**config.mk**
```make
export PLATFORM = sky130hd
export DESIGN_NAME = qkv_stream_scheduler
export DESIGN_NICKNAME = d
export VERILOG_FILES = /design/src/rtl/qkv_stream_scheduler.sv
export SDC_FILE = /design/constraint.sdc
export NUM_CORES = 2
export LEC_CHECK = 0
export CORE_MARGIN = 2
export CORE_UTILIZATION = 30
export CTS_CLUSTER_SIZE = 24
export DETAILED_ROUTE_END_ITERATION = 16
export DONT_BUFFER_PORTS = 1
export PLACE_DENSITY = 0.43
export SLEW_MARGIN = 20
export SYNTH_ARGS = -nofsm -noshare
export SYNTH_HDL_FRONTEND = slang
export SYNTH_SLANG_ARGS = --single-unit
```
**constraint.sdc**
```tcl
create_clock -name clk -period 64.1 [get_ports clk]
set_input_delay 12.82 -clock clk [delete_from_list [all_inputs] [get_ports clk]]
set_output_delay 12.82 -clock clk [all_outputs]
set_load 0.01 [all_outputs]
```
**src/rtl/qkv_stream_scheduler.sv**
```systemverilog
// ---------------------------------------------------------------------------
// qkv_stream_scheduler
//
// Purpose:
//   Sequencer feeding the attention dot-product stage. A start pulse launches
//   a run that reads every Q row from the Q buffer once. For each Q row it
//   streams all SEQ_LEN K/V pairs from the K/V buffers. Both streams leave
//   through valid/ready handshakes. Small output FIFOs absorb downstream
//   backpressure, and a credit rule keeps reads from over-filling them.
//
// Ports:
//   clk, rst_n            clock, synchronous active-low reset
//   start                 one-cycle run request (honoured only when idle)
//   busy, done            run in progress / one-cycle completion pulse
//   q_rd_en, q_rd_addr    Q buffer read strobe and row address
//   q_rd_data             Q buffer data, valid one cycle after q_rd_en
//   kv_rd_en, kv_rd_addr  shared K/V buffer read strobe and row address
//   k_rd_data, v_rd_data  K/V buffer data, valid one cycle after kv_rd_en
//   Q_vld_out, Q_rdy_in   Q output handshake, q_out is the Q FIFO head
//   K_vld_out, V_vld_out  K/V output valids (always equal)
//   K_rdy_in, V_rdy_in    K/V output readies; a pair pops only if both high
//   k_out, v_out          K/V FIFO head
// ---------------------------------------------------------------------------

// Small circular FIFO. The caller guarantees that it never pushes when the
// FIFO is full and never pops when it is empty.
module StreamFifo #(
  parameter int WIDTH = 32,
  parameter int DEPTH = 3
) (
  input  logic                       clk,
  input  logic                       rst_n,
  input  logic                       i_push,
  input  logic [WIDTH-1:0]           i_data,
  input  logic                       i_pop,
  output logic [WIDTH-1:0]           o_head,
  output logic [$clog2(DEPTH+1)-1:0] o_count
);
  localparam int PW = (DEPTH > 1) ? $clog2(DEPTH) : 1;
  localparam int CW = $clog2(DEPTH + 1);
  localparam logic [PW-1:0] LAST = PW'(DEPTH - 1);

  logic [WIDTH-1:0] r_mem [DEPTH];
  logic [PW-1:0]    r_wrPtr;
  logic [PW-1:0]    r_rdPtr;
  logic [CW-1:0]    r_count;

  // Storage is cleared on reset so the head output reads zero afterwards.
  // A simultaneous push and pop leaves the occupancy unchanged.
  always_ff @(posedge clk) begin
    if (!rst_n) begin
      for (int i = 0; i < DEPTH; i++) r_mem[i] <= '0;
      r_wrPtr <= '0;
      r_rdPtr <= '0;
      r_count <= '0;
    end else begin
      if (i_push) begin
        r_mem[r_wrPtr] <= i_data;
        r_wrPtr        <= (r_wrPtr == LAST) ? '0 : r_wrPtr + PW'(1);
      end
      if (i_pop) r_rdPtr <= (r_rdPtr == LAST) ? '0 : r_rdPtr + PW'(1);
      case ({i_push, i_pop})
        2'b10:   r_count <= r_count + CW'(1);
        2'b01:   r_count <= r_count - CW'(1);
        default: r_count <= r_count;
      endcase
    end
  end

  assign o_head  = r_mem[r_rdPtr];
  assign o_count = r_count;
endmodule

module qkv_stream_scheduler #(
  parameter int SEQ_LEN    = 128,
  parameter int NUM_Q      = 64,
  parameter int FIFO_DEPTH = 3,
  parameter int Q_WIDTH    = 128,
  parameter int K_WIDTH    = 128,
  parameter int V_WIDTH    = 128,
  localparam int QAW = (NUM_Q > 1) ? $clog2(NUM_Q) : 1,
  localparam int KAW = (SEQ_LEN > 1) ? $clog2(SEQ_LEN) : 1
) (
  input  logic               clk,
  input  logic               rst_n,
  input  logic               start,
  output logic               busy,
  output logic               done,
  output logic               q_rd_en,
  output logic [QAW-1:0]     q_rd_addr,
  input  logic [Q_WIDTH-1:0] q_rd_data,
  output logic               kv_rd_en,
  output logic [KAW-1:0]     kv_rd_addr,
  input  logic [K_WIDTH-1:0] k_rd_data,
  input  logic [V_WIDTH-1:0] v_rd_data,
  output logic               Q_vld_out,
  input  logic               Q_rdy_in,
  output logic [Q_WIDTH-1:0] q_out,
  output logic               K_vld_out,
  output logic               V_vld_out,
  input  logic               K_rdy_in,
  input  logic               V_rdy_in,
  output logic [K_WIDTH-1:0] k_out,
  output logic [V_WIDTH-1:0] v_out
);
  localparam int QCW   = $clog2(NUM_Q + 1);
  localparam int TOTAL = NUM_Q * SEQ_LEN;
  localparam int TCW   = $clog2(TOTAL + 1);
  localparam int FCW   = $clog2(FIFO_DEPTH + 1);

  localparam logic [QCW-1:0] NUM_Q_C = QCW'(NUM_Q);
  localparam logic [TCW-1:0] TOTAL_C = TCW'(TOTAL);
  localparam logic [KAW-1:0] KV_LAST = KAW'(SEQ_LEN - 1);
  localparam logic [FCW:0]   DEPTH_C = (FCW + 1)'(FIFO_DEPTH);

  localparam logic [1:0] S_IDLE  = 2'd0;
  localparam logic [1:0] S_RUN   = 2'd1;
  localparam logic [1:0] S_DRAIN = 2'd2;
  localparam logic [1:0] S_DONE  = 2'd3;

  logic [1:0]     r_state;
  logic [QCW-1:0] r_qIssued;
  logic [QCW-1:0] r_qSent;
  logic [QCW-1:0] r_kvPass;
  logic [KAW-1:0] r_kvAddr;
  logic [TCW-1:0] r_kvSent;
  logic           r_qInflight;
  logic           r_kvInflight;

  logic [FCW-1:0] w_qCount;
  logic [FCW-1:0] w_kvCount;
  logic [FCW:0]   w_qUsed;
  logic [FCW:0]   w_kvUsed;
  logic           w_qVld;
  logic           w_kvVld;
  logic           w_qPop;
  logic           w_kvPop;
  logic           w_qIssue;
  logic           w_kvIssue;
  logic           w_allIssued;
  logic           w_allSent;
  logic [K_WIDTH+V_WIDTH-1:0] w_kvHead;

  assign w_qVld  = (w_qCount != '0);
  assign w_kvVld = (w_kvCount != '0);
  assign w_qPop  = w_qVld && Q_rdy_in;
  // A K/V pair only leaves when both consumers accept it.
  assign w_kvPop = w_kvVld && K_rdy_in && V_rdy_in;

  // Credit: a read in flight already owns a FIFO slot, so it counts
  // against the space left.
  assign w_qUsed  = {1'b0, w_qCount} + {{FCW{1'b0}}, r_qInflight};
  assign w_kvUsed = {1'b0, w_kvCount} + {{FCW{1'b0}}, r_kvInflight};

  assign w_qIssue  = (r_state == S_RUN) && (r_qIssued < NUM_Q_C) && (w_qUsed < DEPTH_C);
  assign w_kvIssue = (r_state == S_RUN) && (r_kvPass < NUM_Q_C) && (w_kvUsed < DEPTH_C);

  assign w_allIssued = (r_qIssued == NUM_Q_C) && (r_kvPass == NUM_Q_C);
  // Include this cycle's handshake so that done follows the last one
  // without an extra cycle of delay.
  assign w_allSent = ((r_qSent + QCW'(w_qPop)) == NUM_Q_C) &&
                     ((r_kvSent + TCW'(w_kvPop)) == TOTAL_C);

  // Run sequencing. The only exit from IDLE is start, so a start seen in
  // any other state, including DONE, has no effect.
  always_ff @(posedge clk) begin
    if (!rst_n) begin
      r_state <= S_IDLE;
    end else begin
      case (r_state)
        S_IDLE:  if (start) r_state <= S_RUN;
        S_RUN:   if (w_allIssued) r_state <= S_DRAIN;
        S_DRAIN: if (w_allSent) r_state <= S_DONE;
        default: r_state <= S_IDLE;
      endcase
    end
  end

  // Issue and sent counters. The in-flight flags mark which cycles carry
  // returning read data. Because reset clears them, data for a read issued
  // before a reset is never captured.
  always_ff @(posedge clk) begin
    if (!rst_n) begin
      r_qIssued    <= '0;
      r_qSent      <= '0;
      r_kvPass     <= '0;
      r_kvAddr     <= '0;
      r_kvSent     <= '0;
      r_qInflight  <= 1'b0;
      r_kvInflight <= 1'b0;
    end else begin
      r_qInflight  <= w_qIssue;
      r_kvInflight <= w_kvIssue;
      if (r_state == S_IDLE && start) begin
        r_qIssued <= '0;
        r_qSent   <= '0;
        r_kvPass  <= '0;
        r_kvAddr  <= '0;
        r_kvSent  <= '0;
      end else begin
        if (w_qIssue) r_qIssued <= r_qIssued + QCW'(1);
        if (w_kvIssue) begin
          if (r_kvAddr == KV_LAST) begin
            r_kvAddr <= '0;
            r_kvPass <= r_kvPass + QCW'(1);
          end else begin
            r_kvAddr <= r_kvAddr + KAW'(1);
          end
        end
        if (w_qPop) r_qSent <= r_qSent + QCW'(1);
        if (w_kvPop) r_kvSent <= r_kvSent + TCW'(1);
      end
    end
  end

  StreamFifo #(.WIDTH(Q_WIDTH), .DEPTH(FIFO_DEPTH)) u_qFifo (
    .clk     (clk),
    .rst_n   (rst_n),
    .i_push  (r_qInflight),
    .i_data  (q_rd_data),
    .i_pop   (w_qPop),
    .o_head  (q_out),
    .o_count (w_qCount)
  );

  // K and V share one FIFO so they can never drift apart.
  StreamFifo #(.WIDTH(K_WIDTH + V_WIDTH), .DEPTH(FIFO_DEPTH)) u_kvFifo (
    .clk     (clk),
    .rst_n   (rst_n),
    .i_push  (r_kvInflight),
    .i_data  ({k_rd_data, v_rd_data}),
    .i_pop   (w_kvPop),
    .o_head  (w_kvHead),
    .o_count (w_kvCount)
  );

  assign busy       = (r_state == S_RUN) || (r_state == S_DRAIN);
  assign done       = (r_state == S_DONE);
  assign q_rd_en    = w_qIssue;
  assign q_rd_addr  = r_qIssued[QAW-1:0];
  assign kv_rd_en   = w_kvIssue;
  assign kv_rd_addr = r_kvAddr;
  assign Q_vld_out  = w_qVld;
  assign K_vld_out  = w_kvVld;
  assign V_vld_out  = w_kvVld;
  assign k_out      = w_kvHead[K_WIDTH+V_WIDTH-1:V_WIDTH];
  assign v_out      = w_kvHead[V_WIDTH-1:0];
endmodule

```
-- Yosys cells after proc, flatten, opt, wreduce, memory -nomap -nowiden
Memory sizes are Yosys's and may differ from the RTL's. A register that Yosys moved wholly into a read port is not among the register bits.
Cells that the tools add are included.
- add/sub/neg operators: 17
- multiply operators: 0
- div/mod/pow operators: 0
- $lt $le $gt $ge: 4
- eq/ne operators: 19
- shift-type cells: 0
- muxes and demuxes: 28
- bitwise operators: 1
- reduce and logical (&&, ||, !) cells: 21
- operator list (kind ; count):
    2-to-1 mux 256 bit ; 1
    OR reduction 256 bit ; 1
    2-to-1 mux 128 bit ; 1
    OR reduction 128 bit ; 1
    adder 7 x 1 -> 7 bit, second input constant ; 4
    equality test 7 bit, second input constant ; 4
    2-to-1 mux 2 bit ; 13
    equality test 2 bit, second input constant ; 8
    adder 14 x 1 -> 14 bit ; 1
    adder 14 x 1 -> 14 bit, second input constant ; 1
    equality test 14 bit, second input constant ; 1
    less-than comparator 7 bit, second input constant ; 2
    adder 2 x 1 -> 2 bit, second input constant ; 6
    logical AND 1 bit ; 10
    2-to-1 mux 1 bit ; 9
    case mux 2 bit (2 select lines) ; 2
    nonzero test 2 bit ; 4
    adder 7 x 1 -> 7 bit ; 1
    2-to-1 mux 7 bit ; 1
    adder 2 x 1 -> 3 bit ; 2
    equality test 2 x 1 -> 1 bit, second input constant ; 3
    less-than comparator 3 x 2 -> 1 bit, second input constant ; 2
    inequality test 2 bit, second input constant ; 3
    case mux 2 bit (3 select lines) ; 1
    other kinds (7) ; 8
- register bits after elaboration: 58
- bits in latches: 0
- RAM bits: 1152
- memory bits (read-only): 0
- memories: 2
- memory list (name ; words ; bits a word ; rd ports ; clocked after memory_dff ; write ports ; RTL line ; text):
    u_kvFifo.r_mem ; 3 ; 256 ; 1 ; 1 ; 3 ; 43 ; logic [WIDTH-1:0] r_mem [DEPTH];
    u_qFifo.r_mem ; 3 ; 128 ; 1 ; 1 ; 3 ; 43 ;

-- Logic depth before layout (Yosys ltp)
- depth after elaboration: 8
- depth in mapped cells: 11

-- Hierarchy
Synthesis repeated with hierarchy kept, for this count alone.
- cells, all modules: 3661
- area, all modules: 66973.0 sq um
- by module, submodules not included (module ; times used ; cells each ; area each (sq um)):
    StreamFifo (u_kvFifo) ; 1 ; 2228 ; 42762.3
    StreamFifo (u_qFifo) ; 1 ; 1133 ; 21633.2
    qkv_stream_scheduler ; 1 ; 300 ; 2577.5

-- Least setup slack after synthesis
No wires, ideal clock.
- kind: in2reg
- from: input rst_n
- to: memory u_kvFifo.r_mem[2][0] (netlist bit), enable pin
- setup time: 1.227 ns
- arrival time: 30.768 ns
- path slack: 32.105 ns
- cell stages on the path: 2
- cell sequence: nand3_1 > o21ai_0
- RTL lines (element ; RTL line ; text):
    start, declared ; 85 ; input logic rst_n,
    end, declared ; 43 ;

==> results.py <==
metrics = {
    "yosys": {
        "avgSynthCellArea_um2": 18.1,
        "synth-async-reset-ratio": 0,
        "synth_ff_type": "edfxtp_1",
        "synth_area_leaders": "edfxtp_1 70%, mux4_2 13%, and2_1 11%",
        "ys.warnings.count": 0,
        "syn-cell-area_um2": 66100,
        "synthCells": 3657,
        "synth_top_cell_by_area": "edfxtp_1",
        "yosys_register_bits": 1598,
        "synth.distinct_cells": 47,
        "syn_nets": 4069,
        "synth_edf_count": 1536,
        "yosysTopAreaCellShare": 0.698,
        "ys_seq_area_frac": 0.717,
    },
    "timing": {
        "maxSlewViolCount": 0,
        "setup_viol": 0,
        "hold_violations": 0,
        "worst_slew_pin_slew_ps": 1200,
        "setup-tns-final_ps": 0,
        "fin_skew_ps": 42.7,
        "maxSlewHeadroom": 0.202,
        "max_clock_freq_mhz": 59.7,
        "finalCritPeriodShare": 0.261,
        "grt_setup_unrepaired": "false",
        "min_period_ps": 16740,
        "whs_ps": 499,
    },
    "worst_setup_path": {
        "r2r_start": "u_kvFifo.r_wrPtr[0]$_SDFFE_PN0P_",
        "path_class": "register to primary output",
        "worstPathRequired_ps": 51280,
        "r2r_cells": 7,
        "critPathCapture": "k_out[25]",
        "critPathArrivalTime_ps": 3920,
        "r2r_slack_ps": 59290,
        "start_kind": "register",
        "path_max_fanout": 119,
        "worst_setup_path_end_kind": "primary output",
        "r2r_end": "u_kvFifo.r_mem[1][235]$_SDFFCE_PN0P_",
    },
    "floorplan": {
        "num_rows": 172,
        "die_w_um": 473,
        "ios": 794,
        "core_um2": 219000,
        "die-height_um": 473,
        "initial_core_util": 0.301,
        "dieArea_um2": 224000,
    },
    "drt": {
        "wl_met1_um": 68700,
        "maxUsedRoutingLayer": "met5",
        "wl_met3_um": 25700,
        "vias": 30900,
        "drcViolationCount": 0,
        "drtIter0Drc": 1869,
        "vias_per_cell": 4.63,
        "firstDrtPassIters": 7,
        "ant_nets": 0,
        "routed_wl_um": 180000,
        "met2RoutedLength_um": 80700,
        "wl_per_cell_um": 26.9,
    },
    "outcome": {
        "status": "finished clean",
    },
    "final_layout": {
        "layout_commonest_cell": "edfxtp_1",
        "post-route-util": 0.342,
        "area_delta_synth_final_pct": 13.4,
        "multi_input_area_um2": 17800,
        "seq_area_um2": 47400,
        "final_cell_mix": "1536 x edfxtp_1, 1157 x and2_1, 384 x mux4_2",
        "nets": 4069,
        "fillCellCount": 20700,
        "drive_gt1_frac": 0.183,
    },
    "place": {
        "place.port_buffers": 0,
        "globalplace.congestion": 0.741,
        "hpwl_um": 108000,
    },
    "clock_network": {
        "hold_buffers": 0,
        "numCtsBuffers": 180,
        "cts_post_setup_buffers_inserted": 0,
        "cts_resized": 0,
        "worstSkewPairLatency_ps": 820,
        "h-tree-depth": 4,
        "cts_tree": "yes",
        "clk_pin_slew_worst_paths_ps": 60,
        "clockBufferDepth": 3,
        "clockRootBuffer": "clkbuf_16",
        "cts.sinks": 1598,
    },
    "power_and_ir_drop": {
        "switching_share": 0.243,
        "power_frac_seq": 0.498,
        "comb_power_share": 0.097,
        "switchingPower_mw": 0.596,
        "powerDensity_nw_per_um2": 32.7,
        "clock_power_share": 0.404,
        "peakVddDrop_mv": 0.0255,
        "internal_power_mw": 1.85,
        "cellLeakagePower_nw": 25.1,
    },
    "global_routing": {
        "grt_pass1_wl_um": 254000,
        "grt_pass1_vias": 32600,
        "antenna_found_initial": 13,
        "grtUsageTotal": 0.158,
        "grt_max_degree": 181,
        "gr-total-overflow": 0,
    },
    "worst_hold_path": {
        "hold_class": "register to register",
        "min_from": "u_qFifo.r_rdPtr[1]$_SDFFE_PN0N_",
    },
    "run": {
        "drv_cap": 0,
    },
}
==> cell type report <==
| type | count | area share |
|---|---|---|
| Inverter | 16 | 0.000801 |
| Sequential cell | 1598 | 0.632 |
| Multi-Input combinational cell | 1811 | 0.237 |
| Antenna cell | 12 | 0.000401 |
| Clock inverter | 92 | 0.0105 |
| Clock buffer | 232 | 0.0640 |
| Timing Repair Buffer | 50 | 0.00685 |
| Tap cell | 2871 | 0.0479 |
==> power by group through the flow <==
stage                     combinational [mW]  clock [mW]  sequential (mW)
after detailed placement               0.247           0             1.24
after CTS                              0.247        1.02             1.22
after global placement                 0.247           0             1.24
after global routing                   0.258        1.06             1.23
final                                  0.238       0.989             1.22
after floorplan                        0.170           0             1.25
==> cells in the mapped netlist, types with 9 or more instances <==
cell,instances
xnor2_1,21
buf_2,46
nand4_1,14
nand3_1,11
nand2_1,32
nor3_1,12
dfxtp_1,62
nor2_1,44
clkbuf_1,165
inv_1,15
o21ai_0,11
a21oi_1,11
ha_1,22
and2_1,1157
xor2_1,20
buf_1,14
mux4_2,384
or3_1,9
edfxtp_1,1536
==> worst max-delay path, cell delays in order, from the launching register on <==
cell and delay, ps:
dfxtp_4 800, buf_12 500, buf_4 870, mux4_2 550
==> metrics by stage <==
stage | worst slack [ps] | power (mW) | std cells | cell area [um^2]
after global placement | 46890 | 1.49 | 6346 | 69300
final | 47360 | 2.45 | 6682 | 74900
after CTS | 47200 | 2.49 | 6670 | 74900
after detailed placement | 46880 | 1.49 | 6346 | 69300
after floorplan | 32110 | 1.42 | 3657 | 66100
after global routing | 47180 | 2.54 | 6680 | 74900
==> flip-flops by register name, indices dropped and copies added (netlist names), named ones only <==
name              flops
r_kvPass              7
u_qFifo.r_mem       512
u_qFifo.o_count       2
u_kvFifo.r_mem     1024
r_kvSent             14
r_qSent               7
r_qInflight           1
r_kvInflight          1
u_qFifo.r_wrPtr       2
r_qIssued             7
u_kvFifo.r_rdPtr      2
u_kvFifo.o_count      2
u_qFifo.r_rdPtr       2
r_state               2
u_kvFifo.r_wrPtr      2
kv_rd_addr            7
==> routing by layer <==
layer	up-vias	track usage
li1	13900	-
met4	6	0.0489
met3	231	0.102
met5	-	0
met1	15900	0.183
met2	934	0.237
==> logic make-up after synthesis <==
group	after synthesis	share of synthesized area
AO/OA/AOI/OAI	44	0.00479
XOR/XNOR	41	0.00544
adder cells (fa/ha/maj)	22	0.00417
buffers and inverters	248	0.0154
flip-flops	1598	0.717
multiplexers	389	0.132
AND/OR/NAND/NOR	1315	0.122
==> worst min path at each step <==
| stage | slack [ps] | cells past startpoint | end |
|---|---|---|---|
| 3_3_place_gp | 490 | 2 | register |
| 3_5_place_dp | 500 | 2 | register |
| 2_1_floorplan | 470 | 2 | register |
| 5_1_grt | 540 | 2 | register |
| 6_report | 500 | 2 | register |
| 4_1_cts | 510 | 2 | register |
Note: power is estimated with default switching activity, not from simulation.
